--- config.mk ---
export PLATFORM = sky130hd
export DESIGN_NAME = ky32_serializer
export DESIGN_NICKNAME = d
export VERILOG_FILES = /design/src/rtl/ky32_pkg.sv /design/src/rtl/ky32_shift_reg.sv /design/src/rtl/ky32_serializer.sv
export SDC_FILE = /design/constraint.sdc
export NUM_CORES = 1
export LEC_CHECK = 0
export ABC_AREA = 0
export CAP_MARGIN = 25
export CORE_MARGIN = 2
export CORE_UTILIZATION = 25
export DETAILED_ROUTE_END_ITERATION = 8
export PLACE_DENSITY = 0.4
export SETUP_SLACK_MARGIN = 0.05
export SYNTH_ARGS = -nofsm -noshare
export SYNTH_HDL_FRONTEND = slang
export SYNTH_HIERARCHICAL = 1
export SYNTH_SLANG_ARGS = --single-unit
--- constraint.sdc ---
create_clock -name clk -period 5.65 [get_ports clk]
set_input_delay 1.13 -clock clk [delete_from_list [all_inputs] [get_ports clk]]
set_output_delay 1.13 -clock clk [all_outputs]
set_load 0.02 [all_outputs]
--- src/rtl/ky32_pkg.sv ---
// ============================================================================
// Module      : ky32_pkg
// Description : Shared types and constants for the KY32 serial link.
// Revision    : 1.0 - initial release
// ============================================================================
`default_nettype none

package ky32_pkg;

    localparam int KY32_WORD_W = 32;

    typedef enum logic [0:0] {
        IDLE  = 1'b0,
        SHIFT = 1'b1
    } ky32_state_t;

endpackage

`default_nettype wire

--- src/rtl/ky32_shift_reg.sv ---
// ============================================================================
// Module      : ky32_shift_reg
// Description : Parallel-load shift register, zero fill, direction select.
// Revision    : 1.0 - initial release
// ============================================================================
`default_nettype none

module ky32_shift_reg #(
    parameter int WIDTH = 32
) (
    input  logic             clk,
    input  logic             rst,
    input  logic             load,
    input  logic             shift_en,
    input  logic             dir,
    input  logic [WIDTH-1:0] d,
    output logic             ser_out
);

    logic [WIDTH-1:0] r_q;
    logic [WIDTH-1:0] w_shifted;
    logic [WIDTH-1:0] w_next;

    // dir=1 moves data toward bit 0 (LSB out), dir=0 toward bit WIDTH-1.
    always_comb begin
        if (dir) begin
            w_shifted = {1'b0, r_q[WIDTH-1:1]};
        end else begin
            w_shifted = {r_q[WIDTH-2:0], 1'b0};
        end
    end

    always_comb begin
        w_next = r_q;
        if (load) begin
            w_next = d;
        end else if (shift_en) begin
            w_next = w_shifted;
        end
    end

    always_ff @(posedge clk) begin
        if (rst) begin
            r_q <= '0;
        end else begin
            r_q <= w_next;
        end
    end

    assign ser_out = dir ? r_q[0] : r_q[WIDTH-1];

endmodule

`default_nettype wire

--- src/rtl/ky32_serializer.sv ---
// ============================================================================
// Module      : ky32_serializer
// Description : Bit-serial transmitter with load/serial handshakes.
// Revision    : 1.0 - initial release
// ============================================================================
`default_nettype none

module ky32_serializer
    import ky32_pkg::*;
#(
    parameter int WIDTH     = KY32_WORD_W,
    parameter bit LSB_FIRST = 1'b1
) (
    input  logic             clk,
    input  logic             rst,
    input  logic             load_valid,
    output logic             load_ready,
    input  logic [WIDTH-1:0] load_data,
    output logic             ser_valid,
    input  logic             ser_ready,
    output logic             ser_bit,
    output logic             ser_last,
    output logic             busy
);

    localparam int               CNT_W  = $clog2(WIDTH);
    localparam logic [CNT_W-1:0] c_last = CNT_W'(WIDTH - 1);

    ky32_state_t      r_state;
    ky32_state_t      w_next_state;
    logic [CNT_W-1:0] r_cnt;
    logic             w_load_fire;
    logic             w_ser_fire;
    logic             w_sreg_out;

    assign w_load_fire = load_valid & load_ready;
    assign w_ser_fire  = ser_valid & ser_ready;

    // Reload during the final fire keeps frames back-to-back.
    assign load_ready  = (r_state == IDLE) | (ser_last & ser_ready);

    always_ff @(posedge clk) begin
        if (rst) begin
            r_state <= IDLE;
        end else begin
            r_state <= w_next_state;
        end
    end

    always_comb begin
        w_next_state = r_state;
        case (r_state)
            IDLE: begin
                if (w_load_fire) begin
                    w_next_state = SHIFT;
                end
            end
            SHIFT: begin
                if (w_ser_fire && ser_last) begin
                    w_next_state = load_valid ? SHIFT : IDLE;
                end
            end
            default: w_next_state = IDLE;
        endcase
    end

    always_comb begin
        ser_valid = 1'b0;
        busy      = 1'b0;
        ser_last  = 1'b0;
        ser_bit   = 1'b0;
        if (r_state == SHIFT) begin
            ser_valid = 1'b1;
            busy      = 1'b1;
            ser_last  = (r_cnt == c_last);
            ser_bit   = w_sreg_out;
        end
    end

    // Counter returns to zero after the last bit rather than wrapping.
    always_ff @(posedge clk) begin
        if (rst) begin
            r_cnt <= '0;
        end else if (w_load_fire) begin
            r_cnt <= '0;
        end else if (w_ser_fire) begin
            r_cnt <= ser_last ? '0 : r_cnt + 1'b1;
        end
    end

    ky32_shift_reg #(
        .WIDTH (WIDTH)
    ) u_sreg (
        .clk      (clk),
        .rst      (rst),
        .load     (w_load_fire),
        .shift_en (w_ser_fire),
        .dir      (LSB_FIRST),
        .d        (load_data),
        .ser_out  (w_sreg_out)
    );

endmodule

`default_nettype wire
==> impl_metrics.yaml <==
sta:
  rsz0062_at_grt: "no"
  clock_skew_ns: 0.006574
  tightest_slew_ns: 1.418
  setup-tns-final_ns: 0
  report.final.setup_viol: 0
  fin_ws_ns: 2.055
  hold_viol_final: 0
  slew_violations: 0
  min_period_over_period_pct: 63.64
  fin_hold_ws_ns: 0.4642
  period_minus_slack_ns: 3.595
  max_freq_mhz: 278.1
  slew_headroom_pct: 5.058
status:
  status: "finished, final reports clean"
detailed_routing:
  ant_nets: 0
  drtIter0Drc: 55
  avgRoutedWirePerCell_microns: 13.78
  drc: 0
  wl_microns: 5347
  num_vias: 1858
  vias_per_cell: 4.789
  drtPass1Iterations: 4
logic_synthesis:
  synth_seq_area_share_pct: 35.96
  ys_top_cells_by_area: "dfxtp_1, a211oi_1, o31ai_1, and3_1, nor2b_1"
  synthCells: 256
  ys_dominant_reg_cell: "dfxtp_1"
  syn-cell-area_sq_mm: 0.002116
  ys_seq_elements: 38
  async_reset_ff_share_pct: 0
  synth.avg_cell_area_sq_um: 8.265
  synth.most_common_cell: "dfxtp_1"
  yosys.area.top_type_share_pct: 35.96
  synth_cell_types: 33
  yosys-top-cells-count: "dfxtp_1, nand2_1, a211oi_1, and3_1"
  ys_warn_count: 6
  synth-edff-count: 0
  syn_nets: 294
  synth_top_area_cell: "dfxtp_1"
setup_path:
  worstPathArrival_ns: 2.47
  cp_num_buf_inv: 3
  endpoint_kind: "output pin"
  crit_top_cell: "clkdlybuf4s50_1"
  r2r_start: "r_cnt[0]"
  cp_max_fo: 5
  crit_start: "ser_ready"
  worst_ep_required_time_ns: 4.52
  path_cells: "clkdlybuf4s50_1, a21boi_2, inv_2, clkdlybuf4s50_1"
  cp-start-kind: "input port"
  cpLargestDelayFamily: "buffers and inverters"
  path_class: "in2out"
  critPathMaxStageDelay_ns: 0.59
  cp_slowest_cell: "clkdlybuf4s50_1"
layout:
  fill_cells: 901
  fin_util_pct: 32.25
  fin_cells: 388
  diodes: 0
  drive_above_1_share_pct: 6.360
  syn_to_final_growth_pct: 25.25
  nNetsFinal: 320
floorplan:
  die_w_microns: 96.00
  die_area_sq_mm: 0.009215
  ios: 41
  rows: 33
  core_region_area_sq_mm: 0.008217
  initial_utilization_pct: 25.75
  die_y_microns: 96.00
clock_tree:
  cts_buffers: 5
  cts.reportedPaths.clkPinSlew_ns: 0.07
  clock_latency_ns: 0.29
  root_buffer: "clkbuf_8"
  cts_tree: "yes"
  h-tree-depth: 2
  post-cts-setup-buffers: 0
  clock-sinks: 38
  cts.repair.resized: 0
  cts.path.max_buffers: 2
  hold_buffers: 0
place:
  port-buffer-count: 40
  dp_cells: 380
  place_ws_ns: 2.059
  gp_congestion: 0.7061
  place_hpwl_microns: 3128
power_and_ir_drop:
  irDropWorstVdd_v: 0.0001024
  power_density_mw_per_mm2: 239.7
  power.leakage_nw: 1.021
min_path:
  hold_path.class: "reg2reg"
  holdCritStartpoint: "r_cnt[4]"
grt:
  grt_overflow: 0
  antenna_found_initial: 0
  grt_pass1_wl_microns: 9080
  grt_pass1_vias: 1920
  track_usage_pct: 12.46
  grt_max_degree: 66
run:
  maxCapViolCount: 0
## metal layers
metal / routed length, microns / track usage, % / up-vias
met4: 68 / 3.929 / 0
met3: 223 / 2.662 / 7
li1: - / - / 976
met2: 2313 / 19.85 / 32
met1: 2742 / 16.77 / 843
met5: 0 / 0 / -
## sequential cells by signal, indices dropped and copies added, names as in the netlist
register and cells:
r_state 1, u_sreg/r_q 32, r_cnt 5
## final timing paths
kind	endpoint	slack (ns)	cells past startpoint
hold reg to reg	r_cnt[4]	0.46	2
hold / removal	r_cnt[4]	0.46	2
setup / recovery	load_ready	2.05	4
setup reg to reg	u_sreg/r_q[12]	3.33	9
## through the flow
stage / cell area [sq um] / total power, W
6_report: 2650 / 0.0006351
4_1_cts: 2650 / 0.0006449
3_3_place_gp: 2540 / 0.0004190
5_1_grt: 2650 / 0.0006678
2_1_floorplan: 2116 / 0.0003757
3_5_place_dp: 2540 / 0.0004177
## logic make-up after synthesis
group                    count (synthesis)  share of synthesized area [%]
AND/OR/NAND/NOR                        108                          28.15
AO/OA/AOI/OAI                           73                          25.01
flip-flops                              38                          35.96
buffers and inverters                   29                          7.096
multiplexers                             5                          2.425
adder cells (fa/ha/maj)                  2                          1.183
other                                    1                         0.1772
## power breakdown
part / switching [W] / internal [W]
sequential: 0.0000156 / 0.000288
combinational: 0.0000515 / 0.0000570
clock: 0.0000996 / 0.000123
## worst register-to-register path: stages, from the launching register on
cell and delay [ns]:
dfxtp_1 0.35, ha_1 0.22, and3_1 0.19, ha_1 0.26, a21boi_2 0.22, inv_2 0.06, and2_2 0.18, buf_4 0.30
nor2b_1 0.25, o31ai_1 0.20
## area by class of cell
class	count	area [sq um]	area share (%)
well taps	105	131.4	4.958
clock buffers	8	110.1	4.155
repair buffers	43	422.9	15.96
multi-input cells	189	1206	45.51
flip-flops and latches	38	760.7	28.71
inverters	5	18.77	0.7082
## placed cells by master (no fill, tap or decap), drive strengths merged
cell type,n
clkdlybuf4s50,40
dfxtp,38
nand2,33
and3,27
a211oi,27
nor2b,26
o31ai,26
a21oi,10
nor2,10
clkbuf,8
inv,5
mux2i,4
a211o,4
nand3,3
buf,3
and2,3
o21ai,2
ha,2
a221oi,2
a21boi,1
a21o,1
nor4bb,1
nand4b,1
or3,1
or4b,1
conb,1
mux2,1
nor4b,1
nand3b,1
Note: power is estimated with default switching activity, not from simulation.
